**src/rtl/mandel_pixel_scheduler.sv**
```systemverilog
// Frame-level sequencer for the fractal iteration core.
// Raster-scans an H_RES x V_RES grid, walks the complex coordinate of each pixel
// by accumulation, hands one pixel at a time to the core (start/done) and writes
// the returned iteration count to the frame buffer (valid/ready).
module mandel_pixel_scheduler #(
  parameter int H_RES  = 160,
  parameter int V_RES  = 120,
  parameter int ADDR_W = 15
) (
  input  logic                     Clk_100M,
  input  logic                     Rst_n,
  input  logic                     go,
  input  logic                     abort,
  input  logic signed [15:0]       startX,
  input  logic signed [15:0]       startY,
  input  logic signed [15:0]       stepX,
  input  logic signed [15:0]       stepY,
  output logic                     core_start,
  output logic signed [15:0]       core_cx,
  output logic signed [15:0]       core_cy,
  input  logic                     core_done,
  input  logic [7:0]               core_iter,
  output logic                     pix_we,
  output logic [ADDR_W-1:0]        pix_addr,
  output logic [7:0]               pix_data,
  input  logic                     pix_ready,
  output logic                     busy,
  output logic                     frame_done
);

  localparam int DATA_W = 16;
  localparam int XW = (H_RES > 1) ? $clog2(H_RES) : 1;
  localparam int YW = (V_RES > 1) ? $clog2(V_RES) : 1;
  localparam logic [XW-1:0] X_LAST = XW'(H_RES - 1);
  localparam logic [YW-1:0] Y_LAST = YW'(V_RES - 1);

  typedef enum logic [2:0] {
    S_IDLE, S_ISSUE, S_WAIT, S_WRITE, S_ADVANCE, S_DONE
  } state_t;

  state_t                    state_q, state_d;
  logic signed [DATA_W-1:0]  cx_q, cx_d, cy_q, cy_d;
  logic signed [DATA_W-1:0]  start_x_q, start_x_d;
  logic signed [DATA_W-1:0]  step_x_q, step_x_d, step_y_q, step_y_d;
  logic [XW-1:0]             x_q, x_d;
  logic [YW-1:0]             y_q, y_d;
  logic [ADDR_W-1:0]         addr_q, addr_d;
  logic [7:0]                data_q, data_d;
  logic                      core_start_q, core_start_d;
  logic                      pix_we_q, pix_we_d;
  logic                      busy_q, busy_d;
  logic                      frame_done_q, frame_done_d;

  // Next-state and registered-output computation for the pixel sequencer.
  always_comb begin
    state_d      = state_q;
    cx_d         = cx_q;
    cy_d         = cy_q;
    start_x_d    = start_x_q;
    step_x_d     = step_x_q;
    step_y_d     = step_y_q;
    x_d          = x_q;
    y_d          = y_q;
    addr_d       = addr_q;
    data_d       = data_q;
    core_start_d = 1'b0;
    pix_we_d     = pix_we_q;
    frame_done_d = 1'b0;

    case (state_q)
      S_IDLE: begin
        // abort outranks go so a simultaneous pair leaves the block idle
        if (go && !abort) begin
          start_x_d    = startX;
          step_x_d     = stepX;
          step_y_d     = stepY;
          cx_d         = startX;
          cy_d         = startY;
          x_d          = '0;
          y_d          = '0;
          addr_d       = '0;
          core_start_d = 1'b1;
          state_d      = S_ISSUE;
        end
      end
      S_ISSUE: state_d = S_WAIT;
      S_WAIT: begin
        if (core_done) begin
          data_d   = core_iter;
          pix_we_d = 1'b1;
          state_d  = S_WRITE;
        end
      end
      S_WRITE: begin
        if (pix_ready) begin
          pix_we_d = 1'b0;
          state_d  = S_ADVANCE;
        end
      end
      S_ADVANCE: begin
        if (x_q == X_LAST && y_q == Y_LAST) begin
          frame_done_d = 1'b1;
          state_d      = S_DONE;
        end else begin
          addr_d = addr_q + ADDR_W'(1);
          if (x_q == X_LAST) begin
            x_d  = '0;
            y_d  = y_q + YW'(1);
            cx_d = start_x_q;
            cy_d = cy_q - step_y_q;
          end else begin
            x_d  = x_q + XW'(1);
            cx_d = cx_q + step_x_q;
          end
          core_start_d = 1'b1;
          state_d      = S_ISSUE;
        end
      end
      S_DONE:  state_d = S_IDLE;
      default: state_d = S_IDLE;
    endcase

    // abort drops the frame on the next edge without any further handshakes
    if (state_q != S_IDLE && abort) begin
      state_d      = S_IDLE;
      core_start_d = 1'b0;
      pix_we_d     = 1'b0;
      frame_done_d = 1'b0;
    end

    busy_d = (state_d != S_IDLE);
  end

  // State, coordinate accumulators, latched parameters and registered outputs.
  always_ff @(posedge Clk_100M or negedge Rst_n) begin
    if (!Rst_n) begin
      state_q      <= S_IDLE;
      cx_q         <= '0;
      cy_q         <= '0;
      start_x_q    <= '0;
      step_x_q     <= '0;
      step_y_q     <= '0;
      x_q          <= '0;
      y_q          <= '0;
      addr_q       <= '0;
      data_q       <= '0;
      core_start_q <= 1'b0;
      pix_we_q     <= 1'b0;
      busy_q       <= 1'b0;
      frame_done_q <= 1'b0;
    end else begin
      state_q      <= state_d;
      cx_q         <= cx_d;
      cy_q         <= cy_d;
      start_x_q    <= start_x_d;
      step_x_q     <= step_x_d;
      step_y_q     <= step_y_d;
      x_q          <= x_d;
      y_q          <= y_d;
      addr_q       <= addr_d;
      data_q       <= data_d;
      core_start_q <= core_start_d;
      pix_we_q     <= pix_we_d;
      busy_q       <= busy_d;
      frame_done_q <= frame_done_d;
    end
  end

  assign core_start = core_start_q;
  assign core_cx    = cx_q;
  assign core_cy    = cy_q;
  assign pix_we     = pix_we_q;
  assign pix_addr   = addr_q;
  assign pix_data   = data_q;
  assign busy       = busy_q;
  assign frame_done = frame_done_q;

endmodule
```
**config.mk**
```make
export PLATFORM = sky130hd
export DESIGN_NAME = mandel_pixel_scheduler
export DESIGN_NICKNAME = d
export VERILOG_FILES = /design/src/rtl/mandel_pixel_scheduler.sv
export SDC_FILE = /design/constraint.sdc
export NUM_CORES = 1
export LEC_CHECK = 0
export BUFFER_PORTS_ARGS = -buffer_cell sky130_fd_sc_hd__buf_2
export CORE_ASPECT_RATIO = 0.6
export CORE_MARGIN = 10
export CORE_UTILIZATION = 35
export DETAILED_ROUTE_END_ITERATION = 7
export GPL_TIMING_DRIVEN = 0
export REMOVE_ABC_BUFFERS = 1
export SLEW_MARGIN = 25
export SYNTH_ARGS = -nofsm -noshare
export SYNTH_HDL_FRONTEND = slang
export SYNTH_SLANG_ARGS = --single-unit
```
**constraint.sdc**
```tcl
create_clock -name Clk_100M -period 5 [get_ports Clk_100M]
set_clock_uncertainty 0.15 [all_clocks]
set_input_delay 0.5 -clock Clk_100M [delete_from_list [all_inputs] [get_ports Clk_100M]]
set_output_delay 0.5 -clock Clk_100M [all_outputs]
set_load 0.1 [all_outputs]
```
==> results by group, run 1 <==
Outcome
  • Status: completed

Power
  • Cell area power density: 765 nW/um^2
  • Sw Pwr: 3.25 mW
  • Clk pwr share: roughly 18%
  • Internal power: ~3.1 mW
  • Register share of total power: between 20% and 30%
  • Total power: 6.38 mW
  • Net Sw Frac: about half
  • Comb pwr share: 57.0%
  • Leak: approximately 4.1 nW
  • Max VDD drop: between 0.3 and 0.4 mV

Yosys
  • XOR/XNOR Fraction of Synth Area: under 10%
  • Synth cell types: 55
  • Simple-gate share of the synthesized area: between 20% and 30%
  • Largest family of logic cells by synthesized area: simple AND/OR/NAND/NOR gates
  • Mux cell area share after synthesis: under 10%
  • EDFF count, synth: 0
  • Ys async rst share: between 90% and 100%
  • Adder-cell share of the synthesized area: under 10%
  • Synth Register Bits: approximately 130
  • Syn Area/Cell: 8.76 um^2
  • Synthesis Warnings: 0
  • Post-Syn Area: slightly below 7000 um^2
  • Mapped Cells: 769
  • Synth Area in Compound Gates: between 10% and 20%
  • Post-synth top flop: dfrtp_1
  • Seq/Total Area, Yosys: a little under half

Route
  • Final WL: about 19 mm
  • DRC: 0
  • Vias per std cell: slightly below 5
  • DRT iter0 DRCs: between 300 and 400
  • First-pass DRT Iterations: 5
  • Avg WL per Cell: 16.5 um
  • Post-route ant nets: 0
  • Routed vias: between 5,000 and 6,000

CTS
  • CTS Buf Count: 17
  • Clk buf depth: 2
  • Root Driver: clkbuf_16
  • Clock transition at path regs: ~60 ps
  • H-tree depth: 4
  • Clk_lat worst skew: between 400 and 500 ps
  • Setup bufs post-CTS: 0
  • CTS sink cnt: approximately 130
  • CTS tree: yes

Worst setup path
  • Reg2Reg Launch Point: x_q[0]
  • Worst Setup Start Kind: flop
  • Critical path destination: pix_addr[2]
  • R2R depth: 8
  • Critical Path Sink Type: flop
  • Flop-to-flop setup slack: 1390 ps
  • WP data arrival: between 3000 and 4000 ps
  • Reg-to-Reg End: pix_addr[2]
  • Worst Setup SP: x_q[0]
  • Max FO, Critical Path: 20
  • Critical path required time: 5140 ps
  • WS Path Type: reg2reg

Final layout
  • Final net count: slightly above 1,000
  • Layout cells sized above 1: between 20% and 30%
  • Most common cell after layout, fill and taps aside: nand2_1
  • Number of fill cells in the layout: approximately 1,900
  • Most frequent cells in the layout: nand2_1, buf_2, dfrtp_1
  • ANT cells: 0
  • Synthesis-to-layout area growth: 23.7%

Flow run
  • Max_cap viols: 0

Timing
  • Worst hold slack: 119 ps
  • Max-slew headroom: 46.8%
  • Pins Over Slew Limit: 0
  • Post-route minimum period: between 3000 and 4000 ps
  • Worst-Margin Slew: around 800 ps
  • Crit share post-route: around 72%
  • F_max: approximately 280 MHz
  • Hold Vio Cnt, Final: 0
  • Finish-stage setup viols: 0
  • RSZ-0062 raised after global routing: false

Worst hold path
  • Class of the worst hold path: in2reg
  • Hold Path Origin: stepX[7]
  • Hold path depth: 3

GRT
  • Initial antenna violation count: 1
  • Number of global-route vias before repair: 5,696
  • GRT Util Overall: ~15%
  • First-pass GRT wire length: about 31 mm
  • Largest net degree at the start of global routing: 88
  • Total gr overflow: 0

Placed design
  • Post-DP HPWL: ~13 mm
  • IO Port Bufs: around 140
  • RePlAce Congestion: roughly 0.8

Floorplanning
  • Core box area: between 15,000 and 20,000 um^2
  • Die X: 199 um
  • Starting density of the core: a little over a third
  • Die footprint: around 25,000 um^2
  • Die Y: around 130 um
  • Top Ports: around 140
  • Rows: 39
power by group through the flow:
stage          registers (mW)  logic (mW)  clock network [mW]
5_1_grt                  1.66        3.99                1.22
4_1_cts                  1.60        3.65                1.18
6_report                 1.60        3.63                1.14
2_1_floorplan            2.80        1.69                   0
3_3_place_gp             1.61        3.58                   0
3_5_place_dp             1.62        3.63                   0
routing by layer:
| layer | global-route usage, % | wire length (um) | up-vias | share of wire [%] |
|---|---|---|---|---|
| met2 | 20.5 | 7360 | 125 | 39 |
| li1 | - | - | 2916 | - |
| met3 | 4.90 | 1160 | 14 | 6.1 |
| met4 | 3.80 | 138 | 2 | 0.72 |
| met5 | 0 | 13 | - | 0.068 |
| met1 | 23.2 | 10400 | 2692 | 54 |
kinds of logic (layout without fill, tap and decap cells):
| kind of cell | count (synthesis) | count (layout) |
|---|---|---|
| simple gates | 332 | 332 |
| compound gates | 168 | 168 |
| flops | 125 | 125 |
| buf+inv | 53 | 196 |
| xor+xnor | 43 | 43 |
| fa+ha+maj | 35 | 35 |
| mux | 13 | 13 |
synthesized netlist by cell type, types with 2 or more instances:
master      n  share of area, %
a211o_1     3              0.39
a211oi_1    4              0.45
a21o_1     13               1.4
a21oi_1    39               2.9
a221oi_1    3              0.39
a311o_1     3              0.45
a31o_2      4              0.52
a31oi_1    21               1.9
a41oi_1     2              0.26
and2_1      3              0.28
and3_1      6              0.56
and4_1      2              0.26
buf_2       4              0.30
clkbuf_1   25               1.4
dfrtp_1   125                46
fa_1        2              0.59
ha_1       33               6.1
inv_1      23               1.3
mux2_2     10               1.7
mux2i_1     3              0.45
nand2_1   200                11
nand2b_1    2              0.19
nand3_1    23               1.7
nand4_1     9              0.84
nor2_1     72               4.0
o211ai_1    2              0.22
o21ai_0    59               4.4
o22ai_1     2              0.19
o31a_1      2              0.26
or3_1       4              0.37
xnor2_1    25               3.2
xor2_1     18               2.3
cell type report:
cell class / instances / area (um^2) / area share [%]
multi-input combinational: 591 / 3450 / 41.4
sequential: 125 / 3130 / 37.5
timing repair buffer: 142 / 822 / 9.87
clock buffer: 24 / 502 / 6.02
tap: 246 / 308 / 3.69
inverter: 23 / 86.3 / 1.04
clock inverter: 7 / 37.5 / 0.451
flip-flops by register name (all words and copies together) (netlist names), 3 cells and up:
| name | flops |
|---|---|
| core_cx | 16 |
| core_cy | 16 |
| pix_addr | 15 |
| pix_data | 8 |
| start_x_q | 16 |
| state_q | 3 |
| step_x_q | 16 |
| step_y_q | 16 |
| x_q | 8 |
| y_q | 7 |
worst max-delay path: stages (launching register included):
cell and delay, ps:
dfrtp_1 420, ha_1 310, nand2_1 160, nor4_2 590
a21o_1 730, nand2_1 650, nand2_1 250, xor2_1 160
nor2_1 50
metrics by stage:
stage | setup TNS, ps | instances | setup slack [ps] | area, um^2 | util (%)
6_report | 0 | 1158 | 1390 | 8330 | 43.9
5_1_grt | 0 | 1158 | 1040 | 8330 | 43.9
4_1_cts | 0 | 1158 | 1370 | 8330 | 43.9
3_5_place_dp | 0 | 1126 | 1380 | 7780 | 41.0
3_3_place_gp | -13130 | 1121 | -971 | 7600 | 40.1
2_1_floorplan | 0 | 739 | 1160 | 6620 | -
how the worst min path moves through the flow:
stage | endpoint | slack [ps]
after global routing | step_x_q[13] | 110
after detailed placement | step_y_q[10] | 250
final | step_x_q[7] | 120
after global placement | start_x_q[1] | 310
after floorplan | busy | 50
after CTS | step_x_q[4] | 100
timing repair:
action,CTS,global route
resized for setup,0,0
endpoints found under the hold margin,38,0
hold buffers,1,0
Power figures use the tool's default switching activity.
==> run 2: changes to the inputs <==
--- a/config.mk
+++ b/config.mk
@@ -5,6 +5,7 @@
 export SDC_FILE = /design/constraint.sdc
 export NUM_CORES = 1
 export LEC_CHECK = 0
+export ABC_AREA = 1
 export BUFFER_PORTS_ARGS = -buffer_cell sky130_fd_sc_hd__buf_2
 export CORE_ASPECT_RATIO = 0.6
 export CORE_MARGIN = 10
==> constraint.sdc (replaced) <==
create_clock -name Clk_100M -period 2.97 [get_ports Clk_100M]
set_clock_uncertainty 0.15 [all_clocks]
set_input_delay 0.297 -clock Clk_100M [delete_from_list [all_inputs] [get_ports Clk_100M]]
set_output_delay 0.297 -clock Clk_100M [all_outputs]
set_load 0.1 [all_outputs]
==> run 2 against run 1 <==
Compared with the run above: via count increased by 27%; register-to-register slack got worse by 1200 ps; synthesized cell count increased by 35%; sequential share of layout area decreased by 5.4 points; critical endpoint is now y_q[0]; maximum frequency increased by 32%; count of clock-buffer cells in the layout decreased by 3; critical path type unchanged; cell count increased by 31%; combinational power increased by 96%.
==> results by group, run 2 <==
Route
  • Post-route ant nets: 0 (unchanged)
  • DRC: 0 (unchanged)
  • Vias per std cell: 4.81 (-3.1%)
  • Avg WL per Cell: 15.4 um (-6.3%)
  • First-pass DRT Iterations: 5 (unchanged)
  • Routed vias: 7,292 (+27%)
  • Final WL: 23.4 mm (+23%)
  • DRT iter0 DRCs: 611 (+82%)

Final layout
  • Layout cells sized above 1: 16.7% (-4.8 points)
  • Cell Count, Final, Fillers Out: 1,516 (+31%)
  • Most frequent cells in the layout: nand2_1, buf_2, dfrtp_1
  • FF/Latch Area: 3130 um^2 (unchanged)
  • Finished Cell Area: 9740 um^2 (+17%)
  • Final net count: 1,337 (+32%)
  • Most common cell after layout, fill and taps aside: nand2_1
  • Multi-input logic area: 3850 um^2 (+12%)
  • Number of fill cells in the layout: 2,176 (+14%)
  • ANT cells: 0 (unchanged)
  • Synthesis-to-layout area growth: 28.1%

Yosys
  • Commonest cells in the netlist: nand2_1, dfrtp_1, inv_1, nor2_1, nand3_1
  • Most frequent cell after synthesis: nand2_1
  • EDFF count, synth: 0 (unchanged)
  • Synth cell types: 49 (-11%)
  • Mapped Cells: 1,037 (+35%)
  • Top post-synthesis cells by area: dfrtp_1, nand2_1, inv_1, ha_1, nor2_1
  • Seq/Total Area, Yosys: 41.1% (-5.3 points)
  • Dominant cell type by area after synthesis: dfrtp_1
  • Synth Register Bits: 125 (unchanged)
  • Synth top area share: 41.1% (-5.3 points)
  • Ys async rst share: 100% (unchanged)
  • Post-Syn Area: 7610 um^2 (+13%)
  • Post-synth top flop: dfrtp_1
  • Syn Area/Cell: 7.34 um^2 (-16%)
  • Synthesis Warnings: 0 (unchanged)

CTS
  • Root Driver: clkbuf_16
  • CTS sink cnt: 125 (unchanged)
  • H-tree depth: 4 (unchanged)
  • Clock transition at path regs: 60 ps (about the same)
  • Setup bufs post-CTS: 0 (unchanged)
  • CTS tree: yes
  • CTS Buf Count: 17 (unchanged)
  • Clk buf depth: 2 (unchanged)
  • Clk_lat worst skew: 430 ps (about the same)

GRT
  • First-pass GRT wire length: 37.6 mm (+20%)
  • Total gr overflow: 0 (unchanged)
  • GRT Util Overall: 16.7% (+1.3 points)
  • Initial antenna violation count: 0 (-1)
  • Number of global-route vias before repair: 6,871 (+21%)
  • Largest net degree at the start of global routing: 71 (-19%)

Power
  • Max VDD drop: 0.850 mV (+170%)
  • Total power: 12.0 mW (+88%)
  • Cell area power density: 1230 nW/um^2 (+61%)
  • Leak: 5.05 nW (+25%)

Timing
  • RSZ-0062 raised after global routing: false
  • Max-slew headroom: 46.1% (-0.70 points)
  • Post-route minimum period: 2730 ps (-876 ps)
  • Hold Vio Cnt, Final: 0 (unchanged)
  • Crit share post-route: 92.0% (+20 points)
  • Pins Over Slew Limit: 0 (unchanged)
  • Worst-Margin Slew: 807 ps (+9.65 ps)
  • F_max: 366 MHz (+32%)
  • Finish-stage setup viols: 0 (unchanged)

Worst setup path
  • Max FO, Critical Path: 37 (+85%)
  • Worst path cell trace: nor2_2, inv_2, nor2_8, nand3_2, nand2_1, nand2_4, inv_2, nand3_1, o21ai_1
  • Critical Path Sink Type: flop
  • Family with the most delay on the worst path: simple AND/OR/NAND/NOR gates
  • WS Path Type: reg2reg
  • Worst Setup Start Kind: flop
  • WP data arrival: 2940 ps (-810 ps)
  • Worst path max stage delay: 440 ps (-290 ps)
  • Critical path required time: 3170 ps (-1970 ps)
  • Cell mode on critical path: inv_2
  • Buf+Inv Stages, Crit Path: 2 (+2)
  • Slowest-stage cell, CP: nand3_2

Floorplanning
  • Core box area: 21,200 um^2 (+12%)
  • Die X: 210 um (+5.6%)
  • Top Ports: 137 (unchanged)
  • Die Y: 134 um (+5.3%)
  • Rows: 41 (+5.1%)
  • Starting density of the core: 35.9% (+0.42 points)
  • Die footprint: 28,200 um^2 (+11%)

Placed design
  • Cell count after placement: 1,427 (+27%)
  • Post-DP HPWL: 16.6 mm (+24%)
  • IO Port Bufs: 136 (unchanged)
  • RePlAce Congestion: 0.898 (+13%)
  • Placed instance area: 8550 um^2 (+9.9%)

Flow run
  • Max_cap viols: 0 (unchanged)

Worst hold path
  • Class of the worst hold path: in2reg

Outcome
  • Status: completed
run 2: cell count changes after synthesis, moves of 13 or more:
cell,change
clkbuf_1,-16
nor3_1,+14
o21ai_0,-27
o21ai_1,+20
nand3_1,+37
nor2_1,+14
inv_1,+98
nand2_1,+162
a31oi_1,-18
a21o_1,-13
xnor2_1,-20
run 2: final cells by class:
class | count | area share, %
clock buffers | 21 | 4.83
clock inverters | 11 | 1.44
inverters | 128 | 5.01
multi-input cells | 757 | 39.5
flip-flops and latches | 125 | 32.1
well taps | 279 | 3.58
repair buffers | 195 | 13.5
run 2: what timing repair did:
| action | in CTS | in global routing |
|---|---|---|
| endpoints found under the setup margin | 15 | 5 |
| hold buffers | 56 | 0 |
| pin swaps | 1 | 0 |
| resized for setup | 1 | 2 |
| hold endpoints to repair | 125 | 0 |
| cloned | 1 | 0 |
run 2: worst register-to-register path, cell delays in order (launching register included):
cell	delay, ps
dfrtp_1	400
nor2_2	150
inv_2	120
nor2_8	420
nand3_2	440
nand2_1	240
nand2_4	280
inv_2	290
nand3_1	90
o21ai_1	100
run 2: logic make-up after synthesis:
kind of cell,after synthesis,synth area share [%]
fa+ha+maj,35,5.95
xor+xnor,17,1.96
mux,8,1.18
simple gates,577,32.4
flops,125,41.1
compound gates,119,8.88
buf+inv,156,8.55
run 2: path summary, 6_finish.rpt:
kind	startpoint	to	slack, ps	depth (start not counted)
max	state_q[1]	y_q[0]	240	9
min	startY[3]	core_cy[3]	30	5
max reg2reg	state_q[1]	y_q[0]	240	9
min reg2reg	start_x_q[0]	start_x_q[0]	320	2
max in group asynchronous	Rst_n	step_x_q[8]	1700	3
min in group asynchronous	Rst_n	step_y_q[4]	260	2
run 2: stage by stage:
stage	hold slack (ps)	util (%)	setup TNS (ps)	setup slack, ps
finish	30.7	46.0	0	236
global route	67.1	46.0	0	20.1
CTS	9.50	46.0	0	159
detailed placement	148	40.4	-499	-89.5
global placement	308	40.0	-133570	-1380
floorplan	-149	-	0	160
run 2: report_power, final:
part / switching (mW) / internal, mW
Sequential: 0.402 / 2.32
Combinational: 5.24 / 1.87
Clock: 0.797 / 1.38
run 2: metal layers:
metal	routed length, um	global-route usage (%)
met1	12500	25.5
met2	8820	21.5
met3	1930	5.51
met4	157	3.97
met5	0	0
==> run 3: changes to the inputs <==
--- a/config.mk
+++ b/config.mk
@@ -12,7 +12,10 @@
 export CORE_UTILIZATION = 35
 export DETAILED_ROUTE_END_ITERATION = 7
 export GPL_TIMING_DRIVEN = 0
+export MAX_ROUTING_LAYER = met4
+export RECOVER_POWER = 25
 export REMOVE_ABC_BUFFERS = 1
+export SETUP_SLACK_MARGIN = 0.5
 export SLEW_MARGIN = 25
 export SYNTH_ARGS = -nofsm -noshare
 export SYNTH_HDL_FRONTEND = slang
==> run 3 against run 2 <==
Compared with the run above: the run now ends with max-capacitance violations, max-slew violations left; maximum frequency is 19% higher; worst setup slack gained 430 ps; cell count increased by 0.40%; largest power group unchanged.
==> results by group, run 3 (synthesis gave the netlist of run 2 again) <==
Outcome
  • Status: finished, violations left
  • Failing checks: max-capacitance violations, max-slew violations

Final layout
  • ANT cells: 0 (unchanged)
  • Synthesis-to-layout area growth: 29.0%
  • Final net count: 1,343 (+0.45%)
  • Cell Count, Final, Fillers Out: 1,522 (+0.40%)
  • Most frequent cells in the layout: nand2_1, buf_2, dfrtp_1
  • Most common cell after layout, fill and taps aside: nand2_1
  • Layout cells sized above 1: 17.2% (+0.48 points)
  • Finished Cell Area: 9820 um^2 (+0.76%)

CTS
  • Clock transition at path regs: 60 ps (about the same)
  • H-tree depth: 4 (unchanged)
  • Root Driver: clkbuf_16
  • Clk_lat worst skew: 420 ps (about the same)
  • CTS Buf Count: 17 (unchanged)
  • Clk buf depth: 2 (unchanged)
  • CTS sink cnt: 125 (unchanged)
  • CTS tree: yes

Timing
  • Hold Vio Cnt, Final: 0 (unchanged)
  • Finish-stage setup viols: 0 (unchanged)
  • Worst hold slack: 32.6 ps (+1.91 ps)
  • Max-slew headroom: -23.0% (-69 points)
  • F_max: 435 MHz (+19%)
  • TNS Setup: 0 ps (unchanged)
  • Worst-Margin Slew: 1850 ps (+1040 ps)
  • RSZ-0062 raised after global routing: true
  • Crit share post-route: 77.4% (-15 points)
  • Post-route minimum period: 2300 ps (-435 ps)
  • Pins Over Slew Limit: 70 (+70)

Power
  • Total power: 12.1 mW (+0.48%)
  • Max VDD drop: 0.851 mV (+0.15%)
  • Cell area power density: 1230 nW/um^2 (-0.27%)
  • Comb pwr share: 59.4% (+0.2 points)
  • Net Sw Frac: 53.7% (+0.11 points)
  • Register share of total power: 22.6% (about the same)
  • Internal power: 5.58 mW (+0.24%)
  • Sw Pwr: 6.48 mW (+0.69%)
  • Clk pwr share: 18.1% (about the same)
  • Leak: 5.07 nW (+0.42%)

Route
  • Post-route ant nets: 0 (unchanged)
  • Routed vias: 7,366 (+1.0%)
  • First-pass DRT Iterations: 5 (unchanged)
  • Avg WL per Cell: 15.7 um (+1.5%)
  • Vias per std cell: 4.84 (+0.62%)
  • DRC: 0 (unchanged)
  • DRT iter0 DRCs: 591 (-3.3%)
  • Final WL: 23.8 mm (+1.9%)

Placed design
  • Cell count after placement: 1,427 (unchanged)
  • Placed instance area: 8550 um^2 (unchanged)
  • RePlAce Congestion: 0.914 (+1.7%)
  • Post-DP HPWL: 16.6 mm (unchanged)
  • IO Port Bufs: 136 (unchanged)

Floorplanning
  • Starting density of the core: 35.9% (unchanged)
  • Die Y: 134 um (unchanged)
  • Core box area: 21,200 um^2 (unchanged)
  • Die footprint: 28,200 um^2 (unchanged)
  • Top Ports: 137 (unchanged)
  • Rows: 41 (unchanged)
  • Die X: 210 um (unchanged)

GRT
  • GRT Util Overall: 17.6% (+0.84 points)
  • Number of global-route vias before repair: 6,937 (+0.96%)
  • Total gr overflow: 0 (unchanged)
  • Largest net degree at the start of global routing: 71 (unchanged)
  • Initial antenna violation count: 0 (unchanged)
  • First-pass GRT wire length: 38.2 mm (+1.7%)

Worst setup path
  • WS Path Type: reg2reg
  • Buf+Inv Stages, Crit Path: 1 (-1)
  • WP data arrival: 2460 ps (-480 ps)
  • Worst Setup Start Kind: flop
  • Critical Path Sink Type: flop
  • Worst path cell trace: ha_1, nand3_1, nor2_2, nand3_2, nand2_4, nand2_8, clkinv_4, nor2_1, o21a_1
  • Worst path max stage delay: 370 ps (-70 ps)
  • Family with the most delay on the worst path: simple AND/OR/NAND/NOR gates
  • Slowest-stage cell, CP: dfrtp_1
  • Max FO, Critical Path: 23 (-38%)
  • Critical path required time: 3130 ps (-40 ps)

Flow run
  • Max_cap viols: 1 (+1)

Worst hold path
  • Class of the worst hold path: in2reg
-- run 3: worst min-delay path: cells and delay by family --
kind                   cells  cell delay, ps
AOI/OAI and AO/OA          1              60
buffers and inverters      1              80
and+or+nand+nor            3             140
-- run 3: per-stage QoR --
step | setup slack (ps) | util, %
2_1_floorplan | 160 | -
3_3_place_gp | -1380 | 40.0
3_5_place_dp | -89.5 | 40.4
4_1_cts | 476 | 46.2
5_1_grt | 379 | 46.3
6_report | 671 | 46.3
-- run 3: timing repair --
action / 4_1_cts / 5_1_grt
hold endpoints to repair: 125 / 0
pin swaps: 3 / 1
hold buffers: 56 / 0
endpoints found under the setup margin: 64 / 47
gates resized for setup: 4 / 5
buffers inserted: 1 / 3
gates cloned: 3 / 0
-- run 3: power by group through the flow --
stage / sequential (mW) / clock, mW / combinational [mW]
2_1_floorplan: 4.73 / 0 / 3.41
5_1_grt: 2.80 / 2.31 / 7.87
3_3_place_gp: 2.73 / 0 / 6.85
6_report: 2.72 / 2.18 / 7.17
4_1_cts: 2.72 / 2.22 / 7.11
3_5_place_dp: 2.74 / 0 / 6.94
-- run 3: final cells by class --
type / count / area [um^2]
Clock buffer: 21 / 470
Clock inverter: 11 / 140
Fill cell: 2168 / 11400
Inverter: 128 / 498
Multi-Input combinational cell: 759 / 3890
Sequential cell: 125 / 3130
Tap cell: 279 / 349
Timing Repair Buffer: 199 / 1340
-- run 3: final timing paths --
path | startpoint | end | slack (ps) | depth (start not counted)
setup / recovery | y_q[1] | x_q[3] | 670 | 9
hold / removal | startY[3] | core_cy[3] | 30 | 5
setup reg to reg | y_q[1] | x_q[3] | 670 | 9
hold reg to reg | start_x_q[0] | start_x_q[0] | 320 | 2
max in group asynchronous | Rst_n | core_cx[11] | 790 | 2
min in group asynchronous | Rst_n | step_y_q[4] | 760 | 2
-- run 3: metal layers --
metal / global-route usage, % / vias up / wire length (um)
met5: - / - / 0
met2: 21.5 / 255 / 8960
met1: 26.8 / 3404 / 12800
met3: 4.98 / 10 / 1960
li1: - / 3697 / -
met4: 4.01 / 0 / 119
